[src/rtl/trng_pkg.sv]
// Shared types and defaults for the NLFSR sequencing controller.
// FSM encoding plus default geometry of seed, init and output words.
package trng_pkg;

  typedef enum logic [1:0] {
    ST_IDLE,
    ST_LOAD,
    ST_INIT,
    ST_RUN
  } state_e;

  localparam int DEF_SEED_W      = 16;
  localparam int DEF_INIT_CYCLES = 64;
  localparam int DEF_WORD_W      = 8;
  localparam int FIFO_DEPTH      = 2;

endpackage

[src/rtl/nlfsr_seq_ctrl_if.sv]
// Valid/ready word stream from the sequencer to its consumer.
// The master drives data/valid, the slave drives ready.
interface nlfsr_seq_ctrl_if
  import trng_pkg::*;
#(
  parameter int WORD_W = DEF_WORD_W
);

  logic [WORD_W-1:0] word_data;
  logic              word_valid;
  logic              word_ready;

  modport master (
    output word_data,
    output word_valid,
    input  word_ready
  );

  modport slave (
    input  word_data,
    input  word_valid,
    output word_ready
  );

endinterface

[src/rtl/trng_word_fifo.sv]
// Two-entry word FIFO; a push into a full FIFO succeeds
// when a pop frees the head in the same cycle.
module trng_word_fifo
  import trng_pkg::*;
#(
  parameter int WORD_W = DEF_WORD_W
) (
  input  logic              clk,
  input  logic              rst,
  input  logic              push,
  input  logic [WORD_W-1:0] push_data,
  input  logic              pop,
  output logic [WORD_W-1:0] head,
  output logic              full,
  output logic              empty
);

  logic [WORD_W-1:0] mem_q [FIFO_DEPTH];
  logic [WORD_W-1:0] mem_d [FIFO_DEPTH];
  logic              wr_ptr_q, wr_ptr_d;
  logic              rd_ptr_q, rd_ptr_d;
  logic [1:0]        cnt_q, cnt_d;
  logic              do_push;
  logic              do_pop;

  assign full  = (cnt_q == 2'd2);
  assign empty = (cnt_q == 2'd0);
  assign head  = empty ? '0 : mem_q[rd_ptr_q];

  assign do_pop  = pop & ~empty;
  assign do_push = push & (~full | do_pop);

  always_comb begin
    mem_d    = mem_q;
    wr_ptr_d = wr_ptr_q ^ do_push;
    rd_ptr_d = rd_ptr_q ^ do_pop;
    cnt_d    = cnt_q + {1'b0, do_push}
                     - {1'b0, do_pop};
    if (do_push) begin
      mem_d[wr_ptr_q] = push_data;
    end
  end

  always_ff @(posedge clk) begin
    if (!rst) begin
      for (int i = 0; i < FIFO_DEPTH; i++) begin
        mem_q[i] <= '0;
      end
      wr_ptr_q <= 1'b0;
      rd_ptr_q <= 1'b0;
      cnt_q    <= 2'd0;
    end else begin
      mem_q    <= mem_d;
      wr_ptr_q <= wr_ptr_d;
      rd_ptr_q <= rd_ptr_d;
      cnt_q    <= cnt_d;
    end
  end

endmodule

[src/rtl/nlfsr_seq_ctrl.sv]
// Sequences an external NLFSR through seed load and warbler init,
// then packs its output bits into words behind a 2-deep FIFO.
module nlfsr_seq_ctrl
  import trng_pkg::*;
#(
  parameter int SEED_W      = DEF_SEED_W,
  parameter int INIT_CYCLES = DEF_INIT_CYCLES,
  parameter int WORD_W      = DEF_WORD_W
) (
  input  logic              clk,
  input  logic              rst,
  input  logic              start,
  input  logic              stop,
  input  logic [SEED_W-1:0] seed,
  input  logic              nlfsr_b0,
  output logic              nlfsr_load,
  output logic              nlfsr_d,
  output logic              nlfsr_init,
  output logic              nlfsr_ce,
  output logic              busy,
  output logic              overrun,
  nlfsr_seq_ctrl_if.master  wo
);

  localparam int LCW = $clog2(SEED_W + 1);
  localparam int ICW = $clog2(INIT_CYCLES + 1);
  localparam int BCW = (WORD_W > 1) ? $clog2(WORD_W) : 1;

  state_e            state_q, state_d;
  logic [SEED_W-1:0] shift_q, shift_d;
  logic [LCW-1:0]    load_cnt_q, load_cnt_d;
  logic [ICW-1:0]    init_cnt_q, init_cnt_d;
  logic [WORD_W-1:0] pack_q, pack_d;
  logic [BCW-1:0]    bit_cnt_q, bit_cnt_d;
  logic              overrun_q, overrun_d;

  logic              accept;
  logic              load_last;
  logic              init_last;
  logic              word_last;
  logic [WORD_W-1:0] word_w;
  logic              push;
  logic              pop;
  logic              fifo_full;
  logic              fifo_empty;

  assign accept    = (state_q == ST_IDLE) & start;
  assign load_last = (load_cnt_q == LCW'(SEED_W - 1));
  assign init_last = (init_cnt_q == ICW'(INIT_CYCLES - 1));
  assign word_last = (bit_cnt_q == BCW'(WORD_W - 1));
  assign pop       = wo.word_valid & wo.word_ready;
  assign overrun   = overrun_q;

  always_ff @(posedge clk) begin
    if (!rst) begin
      state_q <= ST_IDLE;
    end else begin
      state_q <= state_d;
    end
  end

  always_comb begin
    state_d = state_q;
    unique case (state_q)
      ST_IDLE: if (start) state_d = ST_LOAD;
      ST_LOAD: begin
        if (stop)           state_d = ST_IDLE;
        else if (load_last) state_d = ST_INIT;
      end
      ST_INIT: begin
        if (stop)           state_d = ST_IDLE;
        else if (init_last) state_d = ST_RUN;
      end
      ST_RUN:  if (stop) state_d = ST_IDLE;
      default: state_d = ST_IDLE;
    endcase
  end

  always_comb begin
    nlfsr_load = 1'b0;
    nlfsr_d    = 1'b0;
    nlfsr_init = 1'b0;
    nlfsr_ce   = 1'b0;
    busy       = 1'b1;
    unique case (state_q)
      ST_IDLE: busy = 1'b0;
      ST_LOAD: begin
        nlfsr_load = 1'b1;
        nlfsr_d    = shift_q[0];
      end
      ST_INIT: begin
        nlfsr_init = 1'b1;
        nlfsr_ce   = 1'b1;
      end
      ST_RUN:  busy = 1'b1;
      default: busy = 1'b0;
    endcase
  end

  always_comb begin
    shift_d    = shift_q;
    load_cnt_d = load_cnt_q;
    init_cnt_d = init_cnt_q;
    pack_d     = pack_q;
    bit_cnt_d  = bit_cnt_q;
    overrun_d  = overrun_q;
    push       = 1'b0;
    word_w     = pack_q;
    word_w[bit_cnt_q] = nlfsr_b0;
    if (accept) begin
      shift_d    = seed;
      load_cnt_d = '0;
      init_cnt_d = '0;
      pack_d     = '0;
      bit_cnt_d  = '0;
      overrun_d  = 1'b0;
    end else if (state_q == ST_LOAD && !stop) begin
      shift_d    = shift_q >> 1;
      load_cnt_d = load_cnt_q + LCW'(1);
    end else if (state_q == ST_INIT && !stop) begin
      init_cnt_d = init_cnt_q + ICW'(1);
    end else if (state_q == ST_RUN && !stop) begin
      if (word_last) begin
        push      = 1'b1;
        pack_d    = '0;
        bit_cnt_d = '0;
      end else begin
        pack_d    = word_w;
        bit_cnt_d = bit_cnt_q + BCW'(1);
      end
    end else if (state_q == ST_RUN) begin
      // stop drops the partial word; buffered words stay drainable
      pack_d    = '0;
      bit_cnt_d = '0;
    end
    if (push && fifo_full && !pop) begin
      overrun_d = 1'b1;
    end
  end

  always_ff @(posedge clk) begin
    if (!rst) begin
      shift_q    <= '0;
      load_cnt_q <= '0;
      init_cnt_q <= '0;
      pack_q     <= '0;
      bit_cnt_q  <= '0;
      overrun_q  <= 1'b0;
    end else begin
      shift_q    <= shift_d;
      load_cnt_q <= load_cnt_d;
      init_cnt_q <= init_cnt_d;
      pack_q     <= pack_d;
      bit_cnt_q  <= bit_cnt_d;
      overrun_q  <= overrun_d;
    end
  end

  trng_word_fifo #(
    .WORD_W (WORD_W)
  ) u_fifo (
    .clk       (clk),
    .rst       (rst),
    .push      (push),
    .push_data (word_w),
    .pop       (pop),
    .head      (wo.word_data),
    .full      (fifo_full),
    .empty     (fifo_empty)
  );

  assign wo.word_valid = ~fifo_empty;

endmodule

[src/flat_wrapper.sv]
// flat-port wrapper written by rule: the top's interface ports become plain ports
module nlfsr_seq_ctrl_flat import trng_pkg::*;
#(
  parameter int SEED_W      = DEF_SEED_W,
  parameter int INIT_CYCLES = DEF_INIT_CYCLES,
  parameter int WORD_W      = DEF_WORD_W
)
  (clk, rst, start, stop, seed, nlfsr_b0, nlfsr_load, nlfsr_d, nlfsr_init, nlfsr_ce, busy, overrun, wo_word_data, wo_word_valid, wo_word_ready);
  nlfsr_seq_ctrl_if #(.WORD_W(WORD_W)) wo_i ();
  input  logic clk;
  input  logic rst;
  input  logic start;
  input  logic stop;
  input  logic [SEED_W-1:0] seed;
  input  logic nlfsr_b0;
  output logic nlfsr_load;
  output logic nlfsr_d;
  output logic nlfsr_init;
  output logic nlfsr_ce;
  output logic busy;
  output logic overrun;
  output wire logic [$bits(wo_i.word_data)-1:0] wo_word_data;
  output wire logic [$bits(wo_i.word_valid)-1:0] wo_word_valid;
  input wire logic [$bits(wo_i.word_ready)-1:0] wo_word_ready;
  assign wo_word_data = wo_i.word_data;
  assign wo_word_valid = wo_i.word_valid;
  assign wo_i.word_ready = wo_word_ready;
  nlfsr_seq_ctrl #(.SEED_W(SEED_W), .INIT_CYCLES(INIT_CYCLES), .WORD_W(WORD_W)) u_core (.clk(clk), .rst(rst), .start(start), .stop(stop), .seed(seed), .nlfsr_b0(nlfsr_b0), .nlfsr_load(nlfsr_load), .nlfsr_d(nlfsr_d), .nlfsr_init(nlfsr_init), .nlfsr_ce(nlfsr_ce), .busy(busy), .overrun(overrun), .wo(wo_i));
endmodule
[config.mk]
export PLATFORM = sky130hd
export DESIGN_NAME = nlfsr_seq_ctrl_flat
export DESIGN_NICKNAME = d
export VERILOG_FILES = /design/src/rtl/trng_pkg.sv /design/src/rtl/nlfsr_seq_ctrl_if.sv /design/src/rtl/trng_word_fifo.sv /design/src/rtl/nlfsr_seq_ctrl.sv /design/src/flat_wrapper.sv
export SDC_FILE = /design/constraint.sdc
export NUM_CORES = 1
export LEC_CHECK = 0
export BUFFER_PORTS_ARGS = -buffer_cell sky130_fd_sc_hd__clkbuf_2
export CAP_MARGIN = 30
export CORE_MARGIN = 8
export CORE_UTILIZATION = 57
export CTS_CLUSTER_DIAMETER = 30
export DETAILED_ROUTE_END_ITERATION = 16
export MAX_ROUTING_LAYER = met4
export PLACE_DENSITY_LB_ADDON = 0.15
export SLEW_MARGIN = 0
export SYNTH_ARGS = -nofsm -noshare
export SYNTH_HDL_FRONTEND = slang
export SYNTH_HIERARCHICAL = 1
export SYNTH_SLANG_ARGS = --single-unit
[constraint.sdc]
create_clock -name clk -period 2.36 [get_ports clk]
set_clock_uncertainty 0.05 [all_clocks]
set_input_delay 0.118 -clock clk [delete_from_list [all_inputs] [get_ports clk]]
set_output_delay 0.118 -clock clk [all_outputs]
set_load 0.05 [all_outputs]
After elaboration in Yosys (flattened, before gate mapping). Cells that the tools add are included.

Flip-flop bits (word level): 62. Word-level logic and storage cells: 101.

Add/subtract/negate cells: 5. $lt $le $gt $ge: 5. Equality and inequality tests: 11. Multiplexer cells: 36. Bitwise operators: 14. Reductions and logical operators: 18.

Operators by type and width (number): 8-bit 2-to-1 mux (8); 16-bit 2-to-1 mux (2); 16-bit bitwise mux (1); 1-bit 2-to-1 mux (12); 2-bit 2-to-1 mux (6); 3-bit 2-to-1 mux (3); 8-bit bitwise mux (1); 8-bit demux with 1-bit select (1); 2-bit case mux with 4 select lines (1); 7-bit by 1-bit adder with 7-bit output, second input constant (1); 7-bit by 6-bit equality test with 1-bit output, second input constant (1); 1-bit logical AND (7); 2-bit equality test, second input constant (3); 3-bit by 2-bit inequality test with 1-bit output, second input constant (2); 2-bit nonzero test (3); 5-bit by 1-bit adder with 5-bit output, second input constant (1); 5-bit by 4-bit equality test with 1-bit output, second input constant (1); 1-bit NOT (5); 1-bit bitwise AND (4); 2-bit greater-or-equal comparator, second input constant (2); 2-bit zero test (2); 3-bit by 4-bit < comparator with 1-bit output, second input constant (1); 2-bit inequality test, second input constant (2); 1-bit NOT with 2-bit output (2); 15 further kinds (17).

Longest topological paths before layout. Gate-level depths: netlist of the first run.

Depth after elaboration: 9. Mapped depth: 9. Mapped depth without buffers: 9.

By module. The synthesis of the first run kept the hierarchy.

Modules (own cells, without submodules): nlfsr_seq_ctrl (times used 1, cells each 229, area an instance 1979.4 um2, sequential area each 840.8 um2); trng_word_fifo (times used 1, cells each 97, area an instance 963.4 um2, sequential area each 400.4 um2).

Least setup slack after synthesis of the first run. Ideal clock, no wire load.

Path kind: flip-flop to flip-flop. Start: register u_core.state_q[1]. End: register u_core/u_fifo/mem_q[0] (netlist bit). Setup time: 116 ps. Arrival time: 1830 ps. Data required time: 2194 ps. Slack: 364 ps. Stages on the path, launching flop included: 8. Path buffers: 2. Period minus slack after synthesis: 1996 ps. Path through: dfxtp_1 buf_1 and4b_2 a21boi_0 ha_1 buf_2 mux2i_1 nor2b_1.

Word-level cells in the longest chain between the ends: 7. Elaborated cells on any way between the ends: 13. Classes of those cells: eq/ne (3); mux (4); bitwise (2); reduce/logical (4).

RTL lines: from (decl) (RTL line nlfsr_seq_ctrl.sv:29) `state_e state_q, state_d;`; from (signal assigned) (RTL line nlfsr_seq_ctrl.sv:58) `state_q <= state_d;`; 2-bit equality test (RTL line nlfsr_seq_ctrl.sv:122) `end else if (state_q == ST_RUN && !stop) begin`; 1-bit logical AND (RTL line nlfsr_seq_ctrl.sv:122); 1-bit 2-to-1 mux (RTL line nlfsr_seq_ctrl.sv:122); 1-bit 2-to-1 mux (RTL line nlfsr_seq_ctrl.sv:120) `end else if (state_q == ST_INIT && !stop) begin`; 1-bit 2-to-1 mux (RTL line nlfsr_seq_ctrl.sv:117) `end else if (state_q == ST_LOAD && !stop) begin`; 1-bit 2-to-1 mux (*) (RTL line nlfsr_seq_ctrl.sv:110) `if (accept) begin`; named net u_core.push (RTL line nlfsr_seq_ctrl.sv:42) `logic push;`; 1-bit bitwise AND (*) (RTL line trng_word_fifo.sv:31) `assign do_push = push & (~full | do_pop);`; to (signal assigned) (RTL line trng_word_fifo.sv:53) `mem_q <= mem_d;`; to (decl) (RTL line trng_word_fifo.sv:18) `logic [WORD_W-1:0] mem_q [FIFO_DEPTH];`.

Mark *: on every way through the listed nets, which the timed path passes. The rest lies on a longest branch. A chain may end at the register's enable or synchronous reset.

Final worst setup path of the first run.
Start: register u_core.bit_cnt_q[2]. End: register u_core/u_fifo/mem_q[8] (netlist bit).

Word-level cells in the longest chain between the ends: 7. Elaborated cells on any way between the ends: 14. Classes of those cells: order compare (2); eq/ne (1); mux (9); bitwise (1); reduce/logical (1).

RTL lines: from (decl) (RTL line nlfsr_seq_ctrl.sv:34) `logic [BCW-1:0] bit_cnt_q, bit_cnt_d;`; from (signal assigned) (RTL line nlfsr_seq_ctrl.sv:154) `bit_cnt_q <= bit_cnt_d;`; 3-bit equality test (RTL line nlfsr_seq_ctrl.sv:50) `assign word_last = (bit_cnt_q == BCW'(WORD_W - 1));`; 1-bit 2-to-1 mux (RTL line nlfsr_seq_ctrl.sv:123) `if (word_last) begin`; 1-bit 2-to-1 mux (RTL line nlfsr_seq_ctrl.sv:122); 1-bit 2-to-1 mux (RTL line nlfsr_seq_ctrl.sv:120); 1-bit 2-to-1 mux (RTL line nlfsr_seq_ctrl.sv:117); 1-bit 2-to-1 mux (RTL line nlfsr_seq_ctrl.sv:110); named net u_core.push (RTL line nlfsr_seq_ctrl.sv:42); 1-bit bitwise AND (RTL line trng_word_fifo.sv:31).

The timed path passes the listed nets, and every way through them passes these cells.

==> impl_metrics.py, run 1 <==
metrics = {
    "run_status": {
        "outcome": "completed",
    },
    "floorplanning": {
        "die_area_um2": 7720,
        "die_h_um": 87.9,
        "die_x_um": 87.9,
        "ios": 37,
        "start_util_pct": 58.4,
        "core-area_um2": 5040,
        "rows": 26,
    },
    "clocking": {
        "clock_sinks": 62,
        "cts_tree": "done",
        "clkSlewWorstSetupHoldPaths_ns": 0.06,
        "post_cts_resized": 0,
        "root_buffer": "clkbuf_8",
        "postCtsSetupBuffers": 0,
        "numCtsBuffers": 9,
        "htree_levels": 3,
        "clock_path_buffers": 2,
        "clk_latency_ns": 0.32,
    },
    "timing": {
        "slew_headroom_pct": 64.9,
        "rsz0062_at_grt": "no",
        "hold_viol": 0,
        "finalCriticalPeriod_ns": 2.13,
        "finalCritPeriodShare_pct": 90.1,
        "hold_ws_ns": 0.0603,
        "tightestPinTransition_ns": 0.525,
        "max_freq_mhz": 470,
        "tns_ns": 0,
        "setup_slack_ns": 0.233,
        "slew_violations": 0,
        "setup_viol": 0,
    },
    "power": {
        "p_leak_uw": 0.00127,
        "pwr_density_cell_nw_per_um2": 625,
        "peakVddDrop_uv": 369,
    },
    "synthesis": {
        "synthSimpleGateAreaFrac_pct": 21.9,
        "syn-num-nets": 356,
        "synth_most_common_cell": "dfxtp_1",
        "synth-edff-count": 0,
        "synth_top_family_by_area": "simple AND/OR/NAND/NOR gates",
        "yosys_warnings": 6,
        "synth_largest_area_cell": "dfxtp_1",
        "synthMuxAreaShare_pct": 12.2,
        "ys_seq_elements": 62,
        "synth.area.top_cells": "dfxtp_1 (42%), mux2i_1 (9.2%), nand2_1 (5.2%)",
        "synth.avg_cell_area_um2": 9.03,
        "synth_seq_area_share_pct": 42.2,
        "ys.flop_type": "dfxtp_1",
        "syn_area_um2": 2940,
        "yosysUniqueCellTypes": 45,
        "synth-adder-area-share_pct": 3.40,
        "synth_compound_area_share_pct": 14.1,
        "synthArstFlopShare_pct": 0,
        "synth_xor_area_share_pct": 1.19,
        "synth_top_area_share_pct": 42.2,
        "postSynthCellCount": 326,
        "yosys-top-cells-count": "dfxtp_1 (62), nand2_1 (41), mux2i_1 (27)",
    },
    "critical_path": {
        "crit_path_start_kind": "register",
        "worstSetupPathType": "register to register",
        "critPathSlowestCell": "dfxtp_1",
        "cp_cell_sequence": "ha_1 -> and4b_2 -> a21boi_0 -> ha_1 -> buf_4 -> mux2i_1 -> nor2b_1",
        "cpMostUsedCell": "ha_1",
        "cp-end-kind": "register",
        "cpPeakStageDelay_ns": 0.49,
        "cp_data_required_time_ns": 2.51,
        "crit_fanout": 10,
        "cp.arrival_ns": 2.28,
    },
    "global_routing": {
        "grt_pass1_wl_mm": 10.1,
        "antenna_found_initial": 0,
        "grt_pass1_vias": 2278,
        "grt.overflow.total": 0,
        "grt_max_degree": 32,
        "grt.total_usage_pct": 16.6,
    },
    "cells_and_area": {
        "final_layout_size_suffix_gt1_share_pct": 20.5,
        "diodes": 0,
        "seqCellArea_um2": 1240,
        "multi_input_area_um2": 1560,
        "syn2layout_area_growth_pct": 14.3,
        "fillers": 423,
        "final_nets": 388,
    },
    "route": {
        "vias_per_cell": 5.43,
        "num_vias": 2342,
        "drc": 0,
        "ant_nets": 0,
        "firstDrtPassIters": 4,
        "wirelength_mm": 5.81,
        "avgRoutedWirePerCell_um": 13.5,
        "drt_iter0_markers": 88,
    },
    "place": {
        "hpwlAfterDp_mm": 3.97,
        "gp_congestion": 0.792,
        "io_buffers": 36,
        "place_ws_ns": 0.284,
    },
    "min_path": {
        "min_path_type": "primary input to register",
    },
    "job": {
        "max_cap_viol_count": 0,
    },
}
[cells in the final DEF, fill, tap and decap left out, types with 2 or more instances in the layout]
master and n:
dfxtp_1 62, nand2_1 41, clkbuf_2 36, mux2i_1 27
nor2b_1 21, o21ai_0 21, nor2_1 16, a31oi_1 16
clkbuf_8 14, a21oi_1 12, buf_4 9, mux2_2 8
inv_1 8, a32o_1 8, ha_1 8, nand3_1 5
or3_1 5, nor3b_1 4, nand3b_1 3, nand2b_1 3
and2_1 3, nor3_1 2, and3_1 2, or3b_1 2
xnor2_1 2, o31ai_1 2, or4_1 2, xor2_1 2
a211oi_1 2
[routing by layer]
| layer | track usage [%] | part of all wire [%] |
|---|---|---|
| met5 | - | 0 |
| met4 | 6.56 | 0.33 |
| met3 | 3.28 | 3.3 |
| met2 | 26.4 | 47 |
| met1 | 20.2 | 50 |
[flip-flops by register name, indices dropped and copies added, names as in the netlist]
| register | cells |
|---|---|
| u_core/bit_cnt_q | 3 |
| u_core/init_cnt_q | 7 |
| u_core/load_cnt_q | 5 |
| u_core/overrun | 1 |
| u_core/pack_q | 8 |
| u_core/shift_q | 16 |
| u_core/state_q | 2 |
| u_core/u_fifo/cnt_q | 2 |
| u_core/u_fifo/mem_q | 16 |
| u_core/u_fifo/rd_ptr_q | 1 |
| u_core/u_fifo/wr_ptr_q | 1 |
[final timing paths]
| kind | end | startpoint | cells past startpoint | slack, ns |
|---|---|---|---|---|
| worst min-delay path | u_core/shift_q[6] | seed[6] | 3 | 0.06 |
| worst min register to register | u_core/pack_q[4] | u_core/pack_q[4] | 1 | 0.41 |
| worst max register to register | u_core/u_fifo/mem_q[8] | u_core/bit_cnt_q[2] | 7 | 0.23 |
| worst max-delay path | u_core/u_fifo/mem_q[8] | u_core/bit_cnt_q[2] | 7 | 0.23 |
[critical path, delay by kind of cell, from the launching register on]
kind	cells	cell delay, ns
simple gates	2	0.36
fa+ha+maj	2	0.41
flops	1	0.49
compound gates	1	0.28
mux	1	0.23
buf+inv	1	0.18
[logic make-up (layout without fill, tap and decap cells)]
family | Yosys count | count (layout)
and+or+nand+nor | 118 | 118
buffers and inverters | 33 | 68
DFF | 62 | 62
adders and majority gates | 8 | 8
AOI/OAI and AO/OA | 66 | 66
xor gates and xnor gates | 4 | 4
muxes | 35 | 35
[metrics by stage]
step	total power [uW]	instances	instance area, um2	utilization [%]
final	2100	431	3360	66.7
after global routing	2200	431	3360	66.7
after CTS	2130	431	3360	66.7
after detailed placement	1250	416	3160	62.7
after global placement	1250	416	3160	62.7
after floorplan	1200	326	2940	-
[cell type report]
type,count,share of cell area (%)
Multi-Input combinational cell,231,46.2
Tap cell,70,2.60
Timing Repair Buffer,46,7.66
Clock buffer,14,5.73
Sequential cell,62,36.9
Inverter,8,0.893
[timing repair]
item,CTS,global route
hold buffers,1,0
hold endpoints to repair,1,0
setup endpoints to repair,0,0
[power by group]
part | switching [uW] | internal, uW
Clock | 363 | 514
Sequential | 16.5 | 1070
Combinational | 84.0 | 53.1
Total | 463 | 1640
Note: power is estimated with default switching activity, not from simulation.
==> inputs of run 2 (changes only) <==
--- a/config.mk
+++ b/config.mk
@@ -13,6 +13,7 @@
 export DETAILED_ROUTE_END_ITERATION = 16
 export MAX_ROUTING_LAYER = met4
 export PLACE_DENSITY_LB_ADDON = 0.15
+export RECOVER_POWER = 50
 export SLEW_MARGIN = 0
 export SYNTH_ARGS = -nofsm -noshare
 export SYNTH_HDL_FRONTEND = slang
==> run 2 against run 1 <==
- die area is the same
- fmax shrank 0.44%
- clock power is essentially flat
- critical endpoint is now u_core/init_cnt_q[6]
- highest routed layer unchanged
- clock-buffer cell count is the same
- first-iteration DRC count grew 2.3%
==> impl_metrics.py, run 2 (synthesis results as in run 1) <==
metrics = {
    "job": {
        "max_cap_viol_count": 0,
    },
    "timing": {
        "slew_headroom_pct": 59.9,
        "tightestPinTransition_ns": 0.604,
        "setup_viol": 0,
        "tns_ns": 0,
        "finalCriticalPeriod_ns": 2.14,
        "setup_slack_ns": 0.224,
        "rsz0062_at_grt": "no",
        "hold_viol": 0,
        "max_freq_mhz": 468,
        "finalCritPeriodShare_pct": 90.5,
        "slew_violations": 0,
    },
    "clocking": {
        "hold_buffers": 1,
        "htree_levels": 3,
        "clk_latency_ns": 0.32,
        "clock_path_buffers": 2,
        "post_cts_resized": 0,
        "numCtsBuffers": 9,
        "postCtsSetupBuffers": 0,
        "clock_sinks": 62,
        "root_buffer": "clkbuf_8",
        "cts_tree": "done",
        "clkSlewWorstSetupHoldPaths_ns": 0.07,
    },
    "route": {
        "wirelength_mm": 5.83,
        "firstDrtPassIters": 4,
        "num_vias": 2358,
        "ant_nets": 0,
        "drt_iter0_markers": 90,
        "vias_per_cell": 5.47,
        "drc": 0,
        "avgRoutedWirePerCell_um": 13.5,
    },
    "cells_and_area": {
        "seqCellArea_um2": 1240,
        "fillers": 436,
        "final_cell_mix": "dfxtp_1 (62), nand2_1 (41), mux2i_1 (27)",
        "layout_commonest_cell": "dfxtp_1",
        "syn2layout_area_growth_pct": 13.4,
        "final_cells": 431,
        "final_layout_size_suffix_gt1_share_pct": 16.1,
        "final_nets": 388,
        "final_core_util_pct": 66.2,
        "reg.largest.list": "u_core/shift_q x16, u_core/u_fifo/mem_q x16, u_core/pack_q x8",
        "diodes": 0,
        "multi_input_area_um2": 1550,
        "fin_area_um2": 3340,
    },
    "min_path": {
        "min_path_type": "primary input to register",
    },
    "run_status": {
        "outcome": "completed",
    },
    "place": {
        "place_ws_ns": 0.284,
        "hpwlAfterDp_mm": 3.97,
        "gp_congestion": 0.792,
        "post_dp_cell_area_um2": 3160,
        "io_buffers": 36,
        "dp.cells": 416,
    },
    "power": {
        "peakVddDrop_uv": 357,
        "p_leak_uw": 0.00121,
        "pwr_density_cell_nw_per_um2": 630,
    },
    "global_routing": {
        "grt_max_degree": 32,
        "grt_pass1_wl_mm": 10.1,
        "grt_pass1_vias": 2278,
        "grt.total_usage_pct": 16.6,
        "grt.overflow.total": 0,
        "antenna_found_initial": 0,
    },
    "floorplanning": {
        "rows": 26,
        "start_util_pct": 58.4,
        "die_h_um": 87.9,
        "die_area_um2": 7720,
        "die_x_um": 87.9,
        "core-area_um2": 5040,
        "ios": 37,
    },
    "critical_path": {
        "cp.arrival_ns": 2.33,
        "cp_data_required_time_ns": 2.55,
        "cp-end-kind": "register",
        "crit_path_start_kind": "register",
        "worstSetupPathType": "register to register",
        "crit_fanout": 13,
    },
}
[run 2: cell types whose count changed in the layout (fill, tap and decap cells not counted)]
cell / previous run / this run
clkbuf_1: 0 / 15
buf_4: 9 / 7
or3b_4: 1 / 0
clkbuf_2: 36 / 23
or3b_1: 2 / 3
[run 2: per-stage QoR]
step	power, uW	hold slack (ns)
3_5_place_dp	1250	0.306
6_report	2100	0.0537
4_1_cts	2130	0.0432
2_1_floorplan	1200	0.147
3_3_place_gp	1250	0.300
5_1_grt	2200	0.0483
[run 2: area by class of cell]
class / instances / share of cell area, %
inverter: 8 / 0.900
multi-input combinational: 231 / 46.5
timing repair buffer: 46 / 7.01
tap: 70 / 2.62
sequential: 62 / 37.2
clock buffer: 14 / 5.77
[run 2: metal layers]
metal	track usage (%)	vias up	part of all wire, %
met5	-	-	0
met2	26.4	31	47
met1	20.2	1117	50
li1	-	1208	-
met3	3.28	2	2.8
met4	6.56	0	0.33
[run 2: final timing paths]
check                    endpoint  depth (start not counted)              start  slack (ns)
max          u_core/init_cnt_q[6]                          4  u_core/state_q[1]        0.22
min             u_core/state_q[1]                          2               stop        0.05
max reg2reg  u_core/init_cnt_q[6]                          4  u_core/state_q[1]        0.22
min reg2reg      u_core/pack_q[4]                          1   u_core/pack_q[4]        0.41
[run 2: where the power goes]
group | switching (uW) | internal [uW] | total [uW]
Clock | 363 | 514 | 877
Combinational | 83.9 | 51.6 | 136
Sequential | 16.5 | 1070 | 1090
[run 2: critical path: stages, from the launching register on]
cell      delay [ns]
dfxtp_1         0.42
clkbuf_1        0.32
or3b_1          0.57
or4_1           0.55
a21oi_1         0.14
==> inputs of run 3 (changes only) <==
--- a/config.mk
+++ b/config.mk
@@ -5,10 +5,11 @@
 export SDC_FILE = /design/constraint.sdc
 export NUM_CORES = 1
 export LEC_CHECK = 0
+export ABC_AREA = 1
 export BUFFER_PORTS_ARGS = -buffer_cell sky130_fd_sc_hd__clkbuf_2
 export CAP_MARGIN = 30
 export CORE_MARGIN = 8
-export CORE_UTILIZATION = 57
+export CORE_UTILIZATION = 58
 export CTS_CLUSTER_DIAMETER = 30
 export DETAILED_ROUTE_END_ITERATION = 16
 export MAX_ROUTING_LAYER = met4
==> run 3 against run 2 <==
- final area is 2.1% higher
- sequential power is 6% higher
- sequential share of layout area down 0.71 points
- area after synthesis increased by 4.0%
- global-route usage grew 2.5 points
- total power rose by 18%
- clock-buffer cell count shrank 1
- via count is 20% higher
- critical path type unchanged
==> impl_metrics.py, run 3 <==
metrics = {
    "min_path": {
        "min_path_type": "primary input to register",
    },
    "route": {
        "avgRoutedWirePerCell_um": 12.0,
        "ant_nets": 0,
        "drc": 0,
        "firstDrtPassIters": 4,
        "drt_iter0_markers": 115,
        "num_vias": 2823,
        "wirelength_mm": 6.69,
        "vias_per_cell": 5.09,
    },
    "clocking": {
        "clock_path_buffers": 2,
        "clock_sinks": 62,
        "cts_tree": "done",
        "clk_latency_ns": 0.33,
        "numCtsBuffers": 9,
        "htree_levels": 3,
        "postCtsSetupBuffers": 0,
        "root_buffer": "clkbuf_8",
        "clkSlewWorstSetupHoldPaths_ns": 0.06,
    },
    "global_routing": {
        "grt_pass1_vias": 2633,
        "grt_pass1_wl_mm": 11.4,
        "grt.total_usage_pct": 19.1,
        "grt_max_degree": 27,
        "antenna_found_initial": 0,
        "grt.overflow.total": 0,
    },
    "power": {
        "peakVddDrop_uv": 498,
        "swShare_pct": 31.6,
        "p_leak_uw": 0.00146,
        "intPower_uw": 1700,
        "pwr_density_cell_nw_per_um2": 729,
        "p_comb_share_pct": 20.0,
        "p_sw_uw": 784,
        "p_clk_share_pct": 33.8,
        "sequentialPowerShare_pct": 46.2,
    },
    "synthesis": {
        "yosys_warnings": 6,
        "syn_area_um2": 3060,
        "ys_seq_elements": 62,
        "synthArstFlopShare_pct": 0,
        "synth-edff-count": 0,
        "yosysUniqueCellTypes": 30,
        "ys.flop_type": "dfxtp_1",
        "syn-num-nets": 474,
        "synth.area.top_cells": "dfxtp_1 (41%), nand2_1 (17%), nor2_1 (7.4%)",
        "synth_top_area_share_pct": 40.6,
        "yosys-top-cells-count": "nand2_1 (142), dfxtp_1 (62), nor2_1 (60)",
        "postSynthCellCount": 444,
        "synth_largest_area_cell": "dfxtp_1",
        "synth_most_common_cell": "nand2_1",
        "synth_seq_area_share_pct": 40.6,
        "synth.avg_cell_area_um2": 6.89,
    },
    "cells_and_area": {
        "final_nets": 512,
        "fillers": 477,
        "reg.largest.list": "u_core/shift_q x16, u_core/u_fifo/mem_q x16, u_core/pack_q x8",
        "final_layout_size_suffix_gt1_share_pct": 14.2,
        "final_cell_mix": "nand2_1 (143), nor2_1 (61), dfxtp_1 (61)",
        "layout_commonest_cell": "nand2_1",
        "syn2layout_area_growth_pct": 11.3,
        "diodes": 0,
    },
    "job": {
        "max_cap_viol_count": 0,
    },
    "timing": {
        "finalCriticalPeriod_ns": 2.10,
        "setup_slack_ns": 0.259,
        "tns_ns": 0,
        "rsz0062_at_grt": "no",
        "setup_viol": 0,
        "max_freq_mhz": 476,
        "hold_viol": 0,
        "tightestPinTransition_ns": 0.626,
        "finalCritPeriodShare_pct": 89.0,
        "slew_violations": 0,
        "slew_headroom_pct": 58.5,
    },
    "critical_path": {
        "crit_fanout": 15,
        "cp-end-kind": "register",
        "cp.arrival_ns": 2.28,
        "cp_data_required_time_ns": 2.54,
        "crit_path_start_kind": "register",
        "worstSetupPathType": "register to register",
    },
    "place": {
        "gp_congestion": 0.796,
        "place_ws_ns": 0.212,
        "io_buffers": 36,
        "hpwlAfterDp_mm": 4.74,
    },
    "floorplanning": {
        "die_h_um": 88.6,
        "core-area_um2": 5110,
        "start_util_pct": 59.9,
        "rows": 26,
        "die_x_um": 88.6,
        "die_area_um2": 7860,
        "ios": 37,
    },
    "run_status": {
        "outcome": "completed",
    },
}
run 3: critical path, cell delays in order (launching register included):
cell	delay [ns]
dfxtp_1	0.37
nor2_1	0.22
nand2_1	0.39
nand2_2	0.40
inv_1	0.27
nand2_1	0.13
nand3_1	0.07
nand2_1	0.06
inv_1	0.04
run 3: timing repair:
item | CTS | global route
setup endpoints to repair | 0 | 10
resized for setup | 0 | 3
endpoints found under the hold margin | 2 | 0
hold buffers | 2 | 0
run 3: layout make-up:
cell class | count | area, um2 | area share [%]
clock inverter | 1 | 5.00 | 0.147
multi-input combinational | 326 | 1540 | 45.1
timing repair buffer | 40 | 201 | 5.91
clock buffer | 13 | 169 | 4.96
tap | 70 | 87.6 | 2.57
sequential | 62 | 1240 | 36.5
inverter | 43 | 166 | 4.88
run 3: path summary, 6_finish.rpt:
check,slack [ns],end,startpoint,depth (start not counted)
worst max register to register,0.26,u_core/shift_q[5],u_core/state_q[0],8
worst max-delay path,0.26,u_core/shift_q[5],u_core/state_q[0],8
worst min-delay path,0.04,u_core/shift_q[5],seed[5],5
worst min register to register,0.41,u_core/shift_q[9],u_core/shift_q[9],2
run 3: metrics by stage:
step                instances  area, um2  utilization [%]  hold slack, ns  total power, uW
floorplan                 444       3060                -           0.215             1610
global placement          539       3240             63.4           0.309             1670
detailed placement        539       3240             63.4           0.310             1680
CTS                       555       3430             67.1          0.0225             2520
global route              555       3410             66.7          0.0587             2620
finish                    555       3410             66.7          0.0355             2480
run 3: power groups by stage:
| stage | logic (uW) | registers (uW) | clock network (uW) |
|---|---|---|---|
| final | 497 | 1150 | 840 |
| after global routing | 559 | 1150 | 904 |
| after detailed placement | 513 | 1170 | 0 |
| after CTS | 518 | 1150 | 853 |
| after global placement | 506 | 1170 | 0 |
| after floorplan | 446 | 1160 | 0 |
run 3: cell families after synthesis:
kind of cell / after synthesis / synth area share (%)
AOI/OAI and AO/OA: 71 / 11.7
xor gates and xnor gates: 2 / 0.572
adders and majority gates: 8 / 3.27
buffers and inverters: 56 / 8.95
DFF: 62 / 40.6
and+or+nand+nor: 245 / 35.0
run 3: metal layers:
layer  vias up  GRT usage (%)  part of all wire (%)
li1       1472              -                     -
met1      1291           21.9                    47
met2        53           30.7                    48
met3         7           3.71                   3.4
met4         0           10.4                   1.6
met5         -              -                     0
